`src/rtl/cpu_run_controller.sv`:
```
// Run controller for the single-cycle ARM core: streams a program into
// instruction memory with the core held in reset, then releases the core,
// counts run cycles and stops on the branch-to-self halt idiom or a timeout.
module cpu_run_controller #(
    parameter int unsigned ADDR_W     = 6,
    parameter int unsigned CNT_W      = 16,
    parameter int unsigned MAX_CYCLES = 1024,
    parameter logic [31:0] HALT_INSTR = 32'hEAFFFFFE
) (
    input  logic              clk,
    input  logic              reset,
    input  logic              load_req,
    input  logic              start,
    input  logic              abort,
    input  logic              load_valid,
    input  logic [31:0]       load_data,
    input  logic              load_last,
    output logic              load_ready,
    output logic              imem_we,
    output logic [ADDR_W-1:0] imem_addr,
    output logic [31:0]       imem_wdata,
    output logic              cpu_reset,
    input  logic [31:0]       PC,
    input  logic [31:0]       Instr,
    output logic [CNT_W-1:0]  cycle_count,
    output logic [31:0]       halt_pc,
    output logic [ADDR_W:0]   words_loaded,
    output logic              busy,
    output logic              done,
    output logic              error
);

    typedef enum logic [2:0] {
        StIdle,
        StLoad,
        StRun,
        StDone,
        StError
    } state_e;

    localparam logic [ADDR_W-1:0] PtrMax     = '1;
    localparam logic [CNT_W-1:0]  CycleLimit = CNT_W'(MAX_CYCLES);

    state_e              state_q, state_d;
    logic [ADDR_W-1:0]   ptr_q, ptr_d;
    logic                load_ready_q, load_ready_d;
    logic                imem_we_q, imem_we_d;
    logic [ADDR_W-1:0]   imem_addr_q, imem_addr_d;
    logic [31:0]         imem_wdata_q, imem_wdata_d;
    logic                cpu_reset_q, cpu_reset_d;
    logic [CNT_W-1:0]    cycle_count_q, cycle_count_d;
    logic [31:0]         halt_pc_q, halt_pc_d;
    logic [ADDR_W:0]     words_loaded_q, words_loaded_d;
    logic                busy_q, busy_d;
    logic                done_q, done_d;
    logic                error_q, error_d;

    logic                accept;
    logic [CNT_W-1:0]    cnt_inc;

    // Next-state, counters and registered-output values.
    always_comb begin
        state_d        = state_q;
        ptr_d          = ptr_q;
        imem_we_d      = 1'b0;
        imem_addr_d    = imem_addr_q;
        imem_wdata_d   = imem_wdata_q;
        cycle_count_d  = cycle_count_q;
        halt_pc_d      = halt_pc_q;
        words_loaded_d = words_loaded_q;
        accept         = load_valid & load_ready_q;
        cnt_inc        = cycle_count_q + 1'b1;

        if (abort) begin
            // Abort drops any same-cycle handshake; counters are held.
            state_d = StIdle;
        end else begin
            case (state_q)
                StIdle: begin
                    if (load_req) begin
                        state_d        = StLoad;
                        ptr_d          = '0;
                        words_loaded_d = '0;
                    end else if (start) begin
                        state_d       = StRun;
                        cycle_count_d = '0;
                    end
                end
                StLoad: begin
                    if (accept) begin
                        imem_we_d      = 1'b1;
                        imem_addr_d    = ptr_q;
                        imem_wdata_d   = load_data;
                        ptr_d          = ptr_q + 1'b1;
                        words_loaded_d = words_loaded_q + 1'b1;
                        if (load_last) begin
                            state_d = StIdle;
                        end else if (ptr_q == PtrMax) begin
                            // Memory full and the stream is not finished.
                            state_d = StError;
                        end
                    end
                end
                StRun: begin
                    cycle_count_d = cnt_inc;
                    if (Instr == HALT_INSTR) begin
                        state_d   = StDone;
                        halt_pc_d = PC;
                    end else if (cnt_inc == CycleLimit) begin
                        state_d = StError;
                    end
                end
                StDone: begin
                    if (start) begin
                        state_d       = StRun;
                        cycle_count_d = '0;
                    end
                end
                StError: begin
                    state_d = StError;
                end
                default: begin
                    state_d = StIdle;
                end
            endcase
        end

        // Status flags follow the next state so they register with it.
        load_ready_d = (state_d == StLoad);
        cpu_reset_d  = (state_d != StRun);
        busy_d       = (state_d == StLoad) || (state_d == StRun);
        done_d       = (state_d == StDone);
        error_d      = (state_d == StError);
    end

    // State and output registers with synchronous reset.
    always_ff @(posedge clk) begin
        if (reset) begin
            state_q        <= StIdle;
            ptr_q          <= '0;
            load_ready_q   <= 1'b0;
            imem_we_q      <= 1'b0;
            imem_addr_q    <= '0;
            imem_wdata_q   <= '0;
            cpu_reset_q    <= 1'b1;
            cycle_count_q  <= '0;
            halt_pc_q      <= '0;
            words_loaded_q <= '0;
            busy_q         <= 1'b0;
            done_q         <= 1'b0;
            error_q        <= 1'b0;
        end else begin
            state_q        <= state_d;
            ptr_q          <= ptr_d;
            load_ready_q   <= load_ready_d;
            imem_we_q      <= imem_we_d;
            imem_addr_q    <= imem_addr_d;
            imem_wdata_q   <= imem_wdata_d;
            cpu_reset_q    <= cpu_reset_d;
            cycle_count_q  <= cycle_count_d;
            halt_pc_q      <= halt_pc_d;
            words_loaded_q <= words_loaded_d;
            busy_q         <= busy_d;
            done_q         <= done_d;
            error_q        <= error_d;
        end
    end

    assign load_ready   = load_ready_q;
    assign imem_we      = imem_we_q;
    assign imem_addr    = imem_addr_q;
    assign imem_wdata   = imem_wdata_q;
    assign cpu_reset    = cpu_reset_q;
    assign cycle_count  = cycle_count_q;
    assign halt_pc      = halt_pc_q;
    assign words_loaded = words_loaded_q;
    assign busy         = busy_q;
    assign done         = done_q;
    assign error        = error_q;

endmodule

```
`config.mk`:
```
export PLATFORM = sky130hd
export DESIGN_NAME = cpu_run_controller
export DESIGN_NICKNAME = d
export VERILOG_FILES = /design/src/rtl/cpu_run_controller.sv
export SDC_FILE = /design/constraint.sdc
export NUM_CORES = 1
export LEC_CHECK = 0
export CAP_MARGIN = 20
export CORE_MARGIN = 4
export CORE_UTILIZATION = 45
export CTS_CLUSTER_DIAMETER = 100
export CTS_CLUSTER_SIZE = 40
export DETAILED_ROUTE_END_ITERATION = 7
export DONT_BUFFER_PORTS = 1
export PLACE_DENSITY_LB_ADDON = 0.05
export SETUP_SLACK_MARGIN = 0.05
export SLEW_MARGIN = 25
export SYNTH_ARGS = -nofsm -noshare
export SYNTH_HDL_FRONTEND = slang
export SYNTH_SLANG_ARGS = --single-unit
```
`constraint.sdc`:
```
create_clock -name clk -period 3.3 [get_ports clk]
set_input_delay 0.165 -clock clk [delete_from_list [all_inputs] [get_ports clk]]
set_output_delay 0.165 -clock clk [all_outputs]
set_load 0.01 [all_outputs]
```
== Word level (Yosys, flattened, before mapping) ==
Index checks and enable logic that the tools add are counted.

* Add/sub/neg operators: 3
* $mul: 0
* Div/mod/pow operators: 0
* Magnitude comparators: 0
* Eq/ne operators: 15
* Shifts and indexed selects: 0
* Multiplexer cells: 19
* Bitwise operators: 3
* Reduce and logical (&&, ||, !) cells: 9

{| class="wikitable"
|+ Operators by type and width
! operator !! number
|-
| $pmux W16 S3 || 1
|-
| $eq A32 B32 Y1 const B || 1
|-
| $mux W16 || 2
|-
| $mux W3 || 8
|-
| $add A16 B1 Y16 const B || 1
|-
| $eq A16 B11 Y1 const B || 1
|-
| $pmux W3 S5 || 1
|-
| $mux W7 || 2
|-
| $pmux W7 S2 || 1
|-
| $eq A3 B2 Y1 const B || 4
|-
| $mux W6 || 2
|-
| $pmux W6 S2 || 1
|-
| $reduce_and A3 Y1 || 3
|-
| $add A7 B1 Y7 const B || 1
|-
| $add A6 B1 Y6 const B || 1
|-
| $eq A3 B1 Y1 const B || 2
|-
| $eq A3 B3 Y1 const B || 2
|-
| $eq A6 B6 Y1 const B || 1
|-
| $ne A2 B2 Y1 const B || 3
|-
| $reduce_and A4 Y1 || 1
|-
| $logic_not A3 Y1 || 1
|-
| $ne A3 B2 Y1 const B || 1
|-
| $reduce_bool A3 Y1 || 1
|-
| $reduce_or A3 Y1 || 1
|-
| other kinds (5) || 6
|}

* Register bits after elaboration: 108
* Bits in latches: 0
* Bits in writable memories: 0
* ROM bits: 0
* Input port bits: 103
* Output and inout port bits: 99
* Logic and storage cells: 62
* Memories: 0

== Depth between registers and ports, before layout ==
* Depth in word-level cells: 8
* Mapped depth: 9
* Depth with buffers taken out: 7

== Worst setup path after synthesis ==
OpenSTA, ideal clock, no wires.

* Path kind: reg2reg
* From: register cycle_count_q[0], in the netlist cycle_count[0]
* To: register busy_q, in the netlist busy
* Setup time: 123 ps
* Arrival: 2139 ps
* Data required time: 3177 ps
* Setup slack: 1038 ps
* Stages on the path, launching flop included: 9
* Path buffers: 1
* Period minus slack after synthesis: 2262 ps
* Path through: dfxtp_1 -> ha_1 -> and4_1 -> clkbuf_1 -> a2111o_1 -> nand3_1 -> nand4_1 -> o21ai_1 -> mux2_1

* Word-level cells in the longest chain between the ends: 8
* Elaborated cells on any way between the ends: 9
* Those cells by class: add/sub (1); eq/ne (3); mux (4); reduce/logical (1)

{| class="wikitable"
|+ Ends and longest elaborated chain
! item !! line !! text
|-
| start, declared || 51 || <nowiki>logic [CNT_W-1:0] cycle_count_q, cycle_count_d;</nowiki>
|-
| start signal, assigned || 160 || <nowiki>cycle_count_q <= cycle_count_d;</nowiki>
|-
| $add A16 B1 Y16 (*) || 72 || <nowiki>cnt_inc = cycle_count_q + 1'b1;</nowiki>
|-
| $eq A16 B11 Y1 (*) || 109 || <nowiki>end else if (cnt_inc == CycleLimit) begin</nowiki>
|-
| $mux W3 (*) || 109 ||
|-
| $mux W3 (*) || 106 || <nowiki>if (Instr == HALT_INSTR) begin</nowiki>
|-
| $pmux W3 S5 (*) || 78 || <nowiki>case (state_q)</nowiki>
|-
| $mux W3 (*) || 74 || <nowiki>if (abort) begin</nowiki>
|-
| $eq A3 B1 Y1 or $eq A3 B2 Y1 (tied branches) || 131 || <nowiki>busy_d = (state_d == StLoad) || (state_d == StRun);</nowiki>
|-
| $logic_or A1 B1 Y1 (*) || 131 ||
|-
| end signal, assigned || 163 || <nowiki>busy_q <= busy_d;</nowiki>
|-
| end, declared || 54 || <nowiki>logic busy_q, busy_d;</nowiki>
|}

Every way passes the cells marked *; elsewhere a longest branch is shown, timed or not.
A chain may end at the register's enable or synchronous reset.

== Worst setup path in the final report ==
* From: register state_q[1]
* To: register halt_pc_q[0], in the netlist halt_pc[0]

* Word-level cells in the longest chain between the ends: 2

{| class="wikitable"
|+ Ends and longest elaborated chain
! item !! line !! text
|-
| start, declared || 44 || <nowiki>state_e state_q, state_d;</nowiki>
|-
| start signal, assigned || 139 || <nowiki>state_q <= StIdle;</nowiki>
|-
| start signal, assigned || 153 || <nowiki>state_q <= state_d;</nowiki>
|-
| $eq A3 B2 Y1 || 78 ||
|-
| $reduce_and A3 Y1 (no source line) || -- ||
|-
| end signal, assigned || 161 || <nowiki>halt_pc_q <= halt_pc_d;</nowiki>
|-
| end, declared || 52 || <nowiki>logic [31:0] halt_pc_q, halt_pc_d;</nowiki>
|}

No other way between the ends.

==> results by group <==
Outcome
  • Status: finished, final reports clean

Worst setup path
  • Reg-to-Reg Start: state_q[1]
  • Worst Path Required: 3.55 ns
  • Flop2flop setup slack: 0.50 ns
  • Crit path launch type: flip-flop
  • CP Data Arrival Time: 3.06 ns
  • Worst r2r dst: halt_pc[0]
  • Critical Path End Type: flip-flop
  • Worst Setup Path Type: flip-flop to flip-flop
  • Critical path fanouts, max: 32
  • Worst Reg2Reg Path Length in Cells: 7

CTS
  • Clock Path Buffers: 2
  • CTS clk-pin slew, worst paths: 0.10 ns
  • Clk sinks: 108
  • CTS HTree Levels: 3
  • Root buffer cell: clkbuf_8
  • Clk_lat worst skew: 0.37 ns
  • Number of buffers created by CTS: 9
  • CTS tree: done

STA
  • Final hold viol count: 0
  • Setup TNS: 0 ns
  • Least-Margin Pin Slew: 0.822 ns
  • Unrepaired setup endpoints after global routing: false
  • Max Fclk: 0.357 GHz
  • Pins Over Slew Limit: 0
  • Min cycle time layout: 2.80 ns
  • Clk_skew: 0.00966 ns
  • Rel. slew slack: 0.451
  • Crit share post-route: 0.850
  • Endpoints failing setup: 0

Global route
  • Antenna violations before repair: 0
  • Vias in the first global route: 3,944
  • Aggregate global routing overflow: 0
  • First-pass GRT wire length: 19.8 mm
  • Total GRT Usage: 0.214
  • Pin count of the biggest net entering global routing: 92

Synthesis
  • Area leader, netlist: dfxtp_1
  • Synth Warn #: 0
  • Flops & latches, synth: 108
  • Synth async-reset ratio: 0
  • Post-synth EDFFs: 0
  • Synth unique cells: 46
  • Post-synth top cells: nand2_1, dfxtp_1, a21oi_1, clkbuf_1, nor2_1
  • Synth top area share: 0.486
  • Cells after Synth: 565
  • Post-Syn Area: 4440 um^2
  • Register area share after synthesis: 0.486
  • Ys flop type: dfxtp_1
  • Syn nets: 671
  • Largest cells by area after synthesis: dfxtp_1, nand2_1, a21oi_1
  • Post-Syn Area per Cell: 7.87 um^2
  • Most frequent cell after synthesis: nand2_1

Floorplanning
  • Total die area: 11,500 um^2
  • Core region area: 9680 um^2
  • Initial core utilization: 0.459
  • DIE WIDTH: 107 um
  • I/O pins: 202
  • Row Count: 36
  • Die Height: 107 um

Power
  • Register share of total power: 0.569
  • Leak: 1.74 nW
  • PD cells: 429 nW/um^2
  • Worst ir drop on vdd: 0.229 mV
  • Clock Power Share: 0.378
  • Combinational share of power: 0.054
  • Sw Ratio: 0.219
  • Sw Pwr: 0.000506 W
  • Internal cell power: 0.00180 W

Final layout
  • Synth-to-Final Area Change: 21.1%
  • Layout net count: 713
  • Fillers: 883
  • Share of post-route cells with drive strength above 1: 0.0441
  • Final non-filler cell total: 745
  • Diode count: 0

Worst hold path
  • Hold Path Depth: 2
  • WHS Endpoint: words_loaded[5]
  • Hold/Removal Path Class: input port to flip-flop
  • Worst hold path startpoint: reset

Routing
  • Per-cell routed wire length: 17.1 um
  • Vias after detailed routing: 4,119
  • DRC: 0
  • Met3 wire length: 1.03 mm
  • DR vias/cell: 5.53
  • Met2 WL: 6.31 mm
  • DRT met1 WL: 5.10 mm
  • Detailed Routing Iterations Pass 1: 5
  • Drt total wl: 12.7 mm
  • Final antenna-violating net count: 0
  • Iteration-0 DRC Markers: 233
  • Top layer in use: met4

Job
  • MaxCap Viol Count: 0

Place
  • IO buf count: 0
  • DP Wirelength: 8.34 mm
  • Placed insts: 663
  • Routability cong.: 0.833
layout by cell type (no fill, tap or decap), types with 6 or more instances in the layout:
cell / n
xor2_1: 7
nand4b_1: 6
nand3_1: 7
or3_1: 11
clkbuf_8: 9
a21oi_1: 97
nand4_1: 19
dlygate4sd3_1: 65
nand2_1: 157
o21ai_1: 8
dfxtp_1: 108
o21ai_0: 11
nor2_1: 30
metal layers:
layer | vias to the layer above | global-route usage
met3 | 25 | 0.0600
met5 | - | 0
met1 | 1926 | 0.247
li1 | 2020 | -
met4 | 0 | 0.0821
met2 | 148 | 0.375
metrics by stage:
step,util,power (W),instance area [um^2],hold slack [ns],worst slack (ns)
floorplan,-,0.00139,4440,0.301,1.04
global placement,0.464,0.00138,4490,0.241,0.864
detailed placement,0.464,0.00138,4490,0.243,0.816
CTS,0.556,0.00234,5380,0.103,0.623
global route,0.556,0.00241,5380,0.127,0.384
finish,0.556,0.00231,5380,0.118,0.496
worst max path at each step:
stage                   start  cells after the start              to  slack (ns)
3_3_place_gp       state_q[1]                      6  cycle_count[9]        0.86
6_report           state_q[1]                      7      halt_pc[0]        0.50
3_5_place_dp   cycle_count[0]                      7            busy        0.82
4_1_cts            state_q[1]                      7      halt_pc[0]        0.62
2_1_floorplan  cycle_count[0]                      8            busy        1.04
5_1_grt            state_q[1]                      7      halt_pc[0]        0.38
flip-flops by register name, summed over array words and instances (netlist names):
register      count
busy              1
done              1
ptr_q             6
imem_we           1
words_loaded      7
load_ready        1
cpu_reset         1
imem_wdata       32
cycle_count      16
state_q           3
error             1
halt_pc          32
imem_addr         6
power by group through the flow:
stage               combinational [W]  sequential [W]  clock, W
floorplan                   0.0000484         0.00134         0
global placement            0.0000390         0.00134         0
detailed placement          0.0000391         0.00134         0
CTS                          0.000124         0.00131  0.000905
global route                 0.000135         0.00131  0.000959
finish                       0.000124         0.00131  0.000872
cell type report:
| class | instances | area [um^2] | area share |
|---|---|---|---|
| multi-input cells | 415 | 2120 | 0.395 |
| inverters | 4 | 15.0 | 0.00279 |
| flip-flops and latches | 108 | 2160 | 0.402 |
| repair buffers | 69 | 701 | 0.130 |
| clock buffers | 10 | 128 | 0.0237 |
| clock inverters | 6 | 86.3 | 0.0160 |
| well taps | 133 | 166 | 0.0309 |
cells by family (layout without fill, tap and decap cells):
group / count (synthesis) / in the layout / share of synthesized area
AO/OA/AOI/OAI: 132 / 132 / 0.159
multiplexers: 6 / 6 / 0.0144
adder cells (fa/ha/maj): 3 / 3 / 0.00845
XOR/XNOR: 7 / 7 / 0.0138
buffers and inverters: 42 / 89 / 0.0374
flip-flops: 108 / 108 / 0.486
AND/OR/NAND/NOR: 267 / 267 / 0.280
worst max-delay path: stages, from the launching register on:
cell           delay, ns
dfxtp_1             0.52
nor2b_4             0.26
nand2b_4            0.15
nand3b_1            0.29
or2_2               0.60
nand2_1             0.16
a21oi_1             0.08
dlygate4sd3_1       0.61
repair_timing:
| action | in CTS | in global routing |
|---|---|---|
| hold buffers | 66 | 0 |
| gates resized for setup | 0 | 0 |
| setup buffers | 0 | 0 |
| endpoints found under the hold margin | 91 | 0 |
No activity file was read; power rests on OpenSTA's default activity.
